### config.mk
export PLATFORM = sky130hd
export DESIGN_NAME = weight_fetch_ctrl
export DESIGN_NICKNAME = d
export VERILOG_FILES = /design/src/rtl/weight_fetch_ctrl.sv
export SDC_FILE = /design/constraint.sdc
export NUM_CORES = 1
export LEC_CHECK = 0
export ABC_AREA = 1
export CORE_ASPECT_RATIO = 1.25
export CORE_MARGIN = 4
export CORE_UTILIZATION = 57
export DETAILED_ROUTE_END_ITERATION = 16
export DONT_BUFFER_PORTS = 1
export MAX_ROUTING_LAYER = met4
export PLACE_DENSITY = 0.75
export SLEW_MARGIN = 10
export SYNTH_ARGS = -nofsm -noshare
export SYNTH_HDL_FRONTEND = slang
export SYNTH_SLANG_ARGS = --single-unit
### constraint.sdc
create_clock -name clk -period 1.7 [get_ports clk]
set_clock_uncertainty 0.2 [all_clocks]
set_input_delay 0 -clock clk [delete_from_list [all_inputs] [get_ports clk]]
set_output_delay 0 -clock clk [all_outputs]
set_load 0.005 [all_outputs]
### src/rtl/weight_fetch_ctrl.sv
// Weight fetch sequencer: streams one kernel of reads from the weight memory,
// captures the 1-cycle-latency data into a parallel bank and hands it off via valid/ack.
module weight_fetch_ctrl #(
    parameter int KERNEL_COUNT = 9,
    parameter int ADDR_WIDTH   = 10,
    parameter int DATA_WIDTH   = 16
) (
    input  logic                                 clk,
    input  logic                                 reset,
    input  logic                                 start,
    input  logic [ADDR_WIDTH-1:0]                base_addr,
    output logic                                 mem_rd_en,
    output logic [ADDR_WIDTH-1:0]                mem_rd_addr,
    input  logic [DATA_WIDTH:0]                  mem_weight,
    output logic [KERNEL_COUNT*DATA_WIDTH-1:0]   weights_out,
    output logic                                 weights_valid,
    input  logic                                 weights_ack,
    output logic                                 busy
);

    localparam int CW = $clog2(KERNEL_COUNT + 1);
    localparam logic [CW-1:0] K_CNT  = CW'(KERNEL_COUNT);
    localparam logic [CW-1:0] K_LAST = CW'(KERNEL_COUNT - 1);

    typedef enum logic [1:0] {IDLE, FETCH, DRAIN, READY} state_t;

    state_t          r_state;
    logic [CW-1:0]   r_issue_cnt;
    logic [CW-1:0]   r_cap_idx;
    logic            r_cap_en;

    // The memory's extra top bit carries no weight information.
    logic            w_unused_top;
    assign w_unused_top = mem_weight[DATA_WIDTH];

    always_ff @(posedge clk or negedge reset) begin
        if (!reset) begin
            r_state       <= IDLE;
            r_issue_cnt   <= '0;
            r_cap_idx     <= '0;
            r_cap_en      <= 1'b0;
            mem_rd_en     <= 1'b0;
            mem_rd_addr   <= '0;
            weights_out   <= '0;
            weights_valid <= 1'b0;
            busy          <= 1'b0;
        end else begin
            // Capture runs one cycle behind issue, independent of the state.
            r_cap_en <= mem_rd_en;
            if (r_cap_en) begin
                for (int k = 0; k < KERNEL_COUNT; k++) begin
                    if (r_cap_idx == CW'(k)) begin
                        weights_out[k*DATA_WIDTH +: DATA_WIDTH] <= mem_weight[DATA_WIDTH-1:0];
                    end
                end
                r_cap_idx <= r_cap_idx + 1'b1;
            end

            case (r_state)
                IDLE: begin
                    if (start) begin
                        mem_rd_en   <= 1'b1;
                        mem_rd_addr <= base_addr;
                        r_issue_cnt <= CW'(1);
                        r_cap_idx   <= '0;
                        busy        <= 1'b1;
                        r_state     <= FETCH;
                    end
                end
                FETCH: begin
                    if (r_issue_cnt < K_CNT) begin
                        mem_rd_addr <= mem_rd_addr + 1'b1;
                        r_issue_cnt <= r_issue_cnt + 1'b1;
                    end else begin
                        mem_rd_en <= 1'b0;
                        r_state   <= DRAIN;
                    end
                end
                DRAIN: begin
                    if (r_cap_en && (r_cap_idx == K_LAST)) begin
                        weights_valid <= 1'b1;
                        r_state       <= READY;
                    end
                end
                READY: begin
                    if (weights_ack) begin
                        weights_valid <= 1'b0;
                        busy          <= 1'b0;
                        r_state       <= IDLE;
                    end
                end
                default: r_state <= IDLE;
            endcase
        end
    end

endmodule

### Yosys cells after proc, flatten, opt, wreduce, memory -nomap -nowiden

Cells that the tools add are included.

| storage, ports and cells | value |
|---|---|
| output and inout bits | 157 |
| bits in latches | 0 |
| flip-flop bits (word level) | 168 |
| ROM bits | 0 |
| bits of input ports | 31 |
| memories kept | 0 |
| word-level logic and storage cells | 78 |
| RAM bits | 0 |

| cells by class | value |
|---|---|
| bitwise logic cells | 0 |
| multiply operators | 0 |
| div/mod/pow operators | 0 |
| reduce and logical (&&, ||, !) cells | 20 |
| eq/ne operators | 16 |
| shift-type cells | 0 |
| order comparisons | 1 |
| mux-type cells | 21 |
| add/sub/neg operators | 3 |

Operators with widths:

| operator | number |
|---|---|
| 10-bit 2-to-1 mux | 2 |
| 4-bit 2-to-1 mux | 5 |
| 10-bit case mux with 2 select lines | 1 |
| 2-bit AND reduction | 9 |
| 4-bit by 3-bit equality test with 1-bit output (second input constant) | 4 |
| 3-bit AND reduction | 4 |
| 10-bit by 1-bit adder with 10-bit output (second input constant) | 1 |
| 2-bit inequality test (second input constant) | 5 |
| 4-bit by 1-bit adder with 4-bit output (second input constant) | 2 |
| 4-bit by 2-bit equality test with 1-bit output (second input constant) | 2 |
| 2-bit 2-to-1 mux | 4 |
| 2-bit case mux with 4 select lines | 1 |
| 4-bit case mux with 2 select lines | 1 |
| 1-bit case mux with 2 select lines | 3 |
| 2-bit nonzero test | 3 |
| 2-bit equality test (second input constant) | 2 |
| 4-bit by 1-bit equality test with 1-bit output (second input constant) | 1 |
| 4-bit equality test (second input constant) | 1 |
| 4-bit zero test | 1 |
| 4-bit < comparator (second input constant) | 1 |
| 1-bit 2-to-1 mux | 4 |
| 4-bit AND reduction | 1 |
| 2-bit by 1-bit equality test with 1-bit output (second input constant) | 1 |
| 2-bit zero test | 1 |
| 1-bit logical AND | 1 |

### Logic depth before layout (Yosys ltp)

| depth | value |
|---|---|
| depth after elaboration | 4 |
| gate-level depth with buffers | 10 |
| gate-level depth less buffers | 10 |

### Worst setup path after synthesis

No wires, ideal clock.

| timing | value |
|---|---|
| path kind | reg-to-reg |
| from | reg r_state[0] |
| to | reg r_issue_cnt[3] |
| arrival time | 1.312 ns |
| period minus slack after synthesis | 1.628 ns |
| cell stages (with the launch flop) | 11 |
| setup time | 0.116 ns |
| path buffers | 1 |
| data required time | 1.384 ns |
| slack | 0.072 ns |
| path through | dfrtp_1 inv_1 ha_1 inv_2 nor2_4 inv_1 nand3_2 inv_2 buf_6 nand2_1 nand2_1 |

| on the way | value |
|---|---|
| cells in the longest elaborated chain, start to end | 3 |
| elaborated cells between the ends (all ways) | 7 |
| classes of those cells | eq/ne: 3; mux: 1; reduce/logical: 3 |

RTL lines:

| element | line | source |
|---|---|---|
| start, declared | 27 | `state_t r_state;` |
| start signal, assigned | 38 | `r_state <= IDLE;` |
| start signal, assigned | 67 | `r_state <= FETCH;` |
| start signal, assigned | 76 | `r_state <= DRAIN;` |
| 2-bit by 1-bit equality test with 1-bit output or 2-bit zero test (tied branches) | 59 | `case (r_state)` |
| 2-bit inequality test (no line) or 2-bit nonzero test (tied branches) | -- |  |
| 3-bit AND reduction (no line) | -- |  |
| end signal, assigned | 73 | `r_issue_cnt <= r_issue_cnt + 1'b1;` |
| end, declared | 28 | `logic [CW-1:0] r_issue_cnt;` |

Parallel ways exist; a longest one is shown, timed or not.
A chain may end at the register's enable or synchronous reset.

### Worst setup path after layout

| timing | value |
|---|---|
| from | reg r_state[0] |
| to | reg mem_rd_addr[6] |

| on the way | value |
|---|---|
| cells in the longest elaborated chain, start to end | 3 |
| elaborated cells between the ends (all ways) | 7 |
| classes of those cells | eq/ne: 3; mux: 1; reduce/logical: 3 |

RTL lines:

| element | line | source |
|---|---|---|
| 2-bit by 1-bit equality test with 1-bit output or 2-bit zero test (tied branches) | 59 |  |
| 2-bit inequality test (no line) or 2-bit nonzero test (tied branches) | -- |  |
| 3-bit AND reduction (no line) | -- |  |
| end signal, assigned | 63 | `mem_rd_addr <= base_addr;` |
| end signal, assigned | 72 | `mem_rd_addr <= mem_rd_addr + 1'b1;` |
| end, declared | 13 | `output logic [ADDR_WIDTH-1:0] mem_rd_addr,` |

Parallel ways exist; a longest one is shown, timed or not.

==> metrics.csv <==
metric;value;unit
outcome;complete, but fails checks;
failing checks;negative hold slack;
Post-Synthesis Cells;701;
largest net degree at the start of global routing;169;
pwr dens;2114;nW/µm²
nets;790;
Starting Density;58.72;%
worst path arrival time;1780;ps
Critical Path Start;r_state[0];
hold buffer count at cts;28;
fillcell total;869;
area post-placement;7029;µm²
TritonCTS clock tree;done;
Crit Reg-Reg Endpoint;mem_rd_addr[6];
Layout area overhead;19.02;%
Max-Slew Margin vs Limit;57.23;%
WP data required;1810;ps
HP Class;primary input to asynchronous set/reset pin;
slowest CP cell;dfrtp_2;
Synth Area per Inst;9.776;µm²
RR Startpoint;r_state[0];
vias in the first global route;4972;
Least-Margin Pin Slew;640.8;ps
DIE HEIGHT;130.6;µm
crit end category;register;
register area share after synthesis;61.35;%
CTS Buf Count;17;
DRC Markers;0;
Initial DRC Count;411;
die area;13850;µm²
Yosys top cell by area;dfrtp_1;
final period utilization;98.22;%
most frequent CP cell;inv_2;
Worst VDD drop;1158;µV
Syn. warnings;0;
TritonCTS Sinks;168;
final core utilization;69.89;%
crit start category;register;
Design Area, Final;8157;µm²
Max Freq;598.9;MHz
synth top area cells;dfrtp_1 (61%), nand2_1 (12%), o21ai_0 (5.7%);
critical path class;register to register;
CP max stage delay;440;ps
area share of the largest cell type after synthesis;61.35;%
Clk pin slew, worst setup/hold paths;70;ps
FP Rows;44;
post-DP HPWL;11.39;mm
Netlist cell types;28;
Mapped Area;6853;µm²
flop2flop setup slack;30;ps
DR WL/cell;20.05;µm
Top Ports;188;
Leak Pwr;3.989;nW
share of cells above drive strength 1;16.58;%
port buffer count;0;
RSZ-0062 raised after global routing;true;
gpl congestion;0.8532;
R2R cell count;10;
post-synthesis register bit count;168;
vias;5129;
Max Cap Viol;0;
Die Width;106.1;µm
H-tree levels;4;
min Tclk post-route;1670;ps
Routed WL;18.51;mm
gr usage total;27.17;%
fin cells;923;
first-pass GRT wire length;27.34;mm
vias per inst;5.557;
Setup Viol. Count Final;0;
Max Root-Sink Buffers;2;
crit-path cells;inv_2 -> ha_4 -> inv_4 -> nor2_4 -> inv_2 -> nand3_4 -> buf_12 -> nor2_1 -> nand2_1 -> o21ai_2;
post-route ant nets;0;
root buffer cell;clkbuf_16;
Final Hold Vio Count;168;
worst hold margin;-924.1;ps
grt total ovfl;0;
clock latency at the later pin of the worst-skew pair;420;ps
CP max FO;7;
placed cell count;847;
Initial DRT Pass Iterations;5;
initial antenna violation count;0;
Core ar.;11670;µm²
Slew Limit Fails;0;
syn nets;744;
-- timing repair --
item / in CTS / in global routing
gates cloned: 0 / 1
setup buffers: 0 / 13
pin swaps: 0 / 6
endpoints found under the setup margin: 10 / 32
resized for setup: 3 / 32
hold endpoints to repair: 335 / 168
-- through the flow --
stage / worst slack, ps / power [W] / hold slack, ps / setup TNS [ps]
floorplan: 72.02 / 0.01106 / -495.6 / 0
global placement: 29.84 / 0.01224 / -491.8 / 0
detailed placement: -97.75 / 0.01262 / -489.9 / -305.2
CTS: 1.805 / 0.01660 / -943.4 / 0
global route: -42.32 / 0.01842 / -952.0 / -263.0
finish: 30.29 / 0.01724 / -924.1 / 0
-- cells in the mapped netlist, drive strengths merged --
library cell  instances
or2                   2
nor2                 23
clkinv                1
a21oi                 5
inv                  49
clkbuf                1
xor2                  4
buf                  30
nand3b                1
nor3                  3
nand3                21
nand4                 1
nand2               223
ha                   12
o21ai               157
dfrtp               168
-- logic make-up (layout without fill, tap and decap cells) --
logic type	count (synthesis)	after routing	share of synthesized area, %
AND/OR/NAND/NOR	274	274	16.56
flip-flops	168	168	61.35
AO/OA/AOI/OAI	162	162	12.87
buffers and inverters	81	140	6.518
adder cells (fa/ha/maj)	12	12	2.191
XOR/XNOR	4	4	0.5112
other	0	2	0
-- power by group --
part	internal, W	switching (W)	total [W]
sequential	0.00597	0.00189	0.00787
combinational	0.00235	0.00315	0.00550
clock	0.00224	0.00163	0.00387
total	0.0106	0.00667	0.0172
-- routing by layer --
layer	global-route usage [%]	part of all wire (%)
met1	29.44	34
met4	9.375	2.6
met3	9.681	9.9
met5	-	0
met2	46.73	53
-- registers in the layout, summed over array words and instances, names as in the netlist --
signal,cells
mem_rd_en,1
r_cap_idx,4
mem_rd_addr,10
busy,1
r_state,2
r_cap_en,1
r_issue_cnt,4
weights_out,144
weights_valid,1
-- worst max-delay path: cells and delay by family (launching register included) --
family,cells,cell delay (ps)
AND/OR/NAND/NOR,4,340
flip-flops,1,440
AO/OA/AOI/OAI,1,50
adder cells (fa/ha/maj),1,150
buffers and inverters,4,360
-- area by class of cell --
class	instances	area (µm²)	share of cell area, %
well taps	161	201.4	2.470
clock inverters	14	161.4	1.979
repair buffers	58	651.9	7.992
clock buffers	18	439.2	5.384
multi-input cells	452	2296	28.15
inverters	50	195.2	2.393
flip-flops and latches	168	4207	51.57
diodes	2	5.005	0.06136
-- how the worst max path moves through the flow --
stage	end	cells past startpoint
after floorplan	r_issue_cnt[3]	10
after global placement	r_issue_cnt[1]	9
after detailed placement	r_issue_cnt[2]	9
after CTS	weights_out[142]	8
after global routing	mem_rd_addr[8]	10
final	mem_rd_addr[6]	10
-- placed cells by master, fill, tap and decap left out, drive strengths merged --
cell type	instances
a21oi	5
buf	29
bufinv	2
clkbuf	19
clkinv	5
clkinvlp	2
dfrtp	168
diode	2
dlygate4sd3	28
ha	12
inv	55
nand2	223
nand3	21
nand3b	1
nand4	1
nor2	23
nor3	3
o21ai	157
or2	2
xor2	4
No activity file was read; power rests on OpenSTA's default activity.
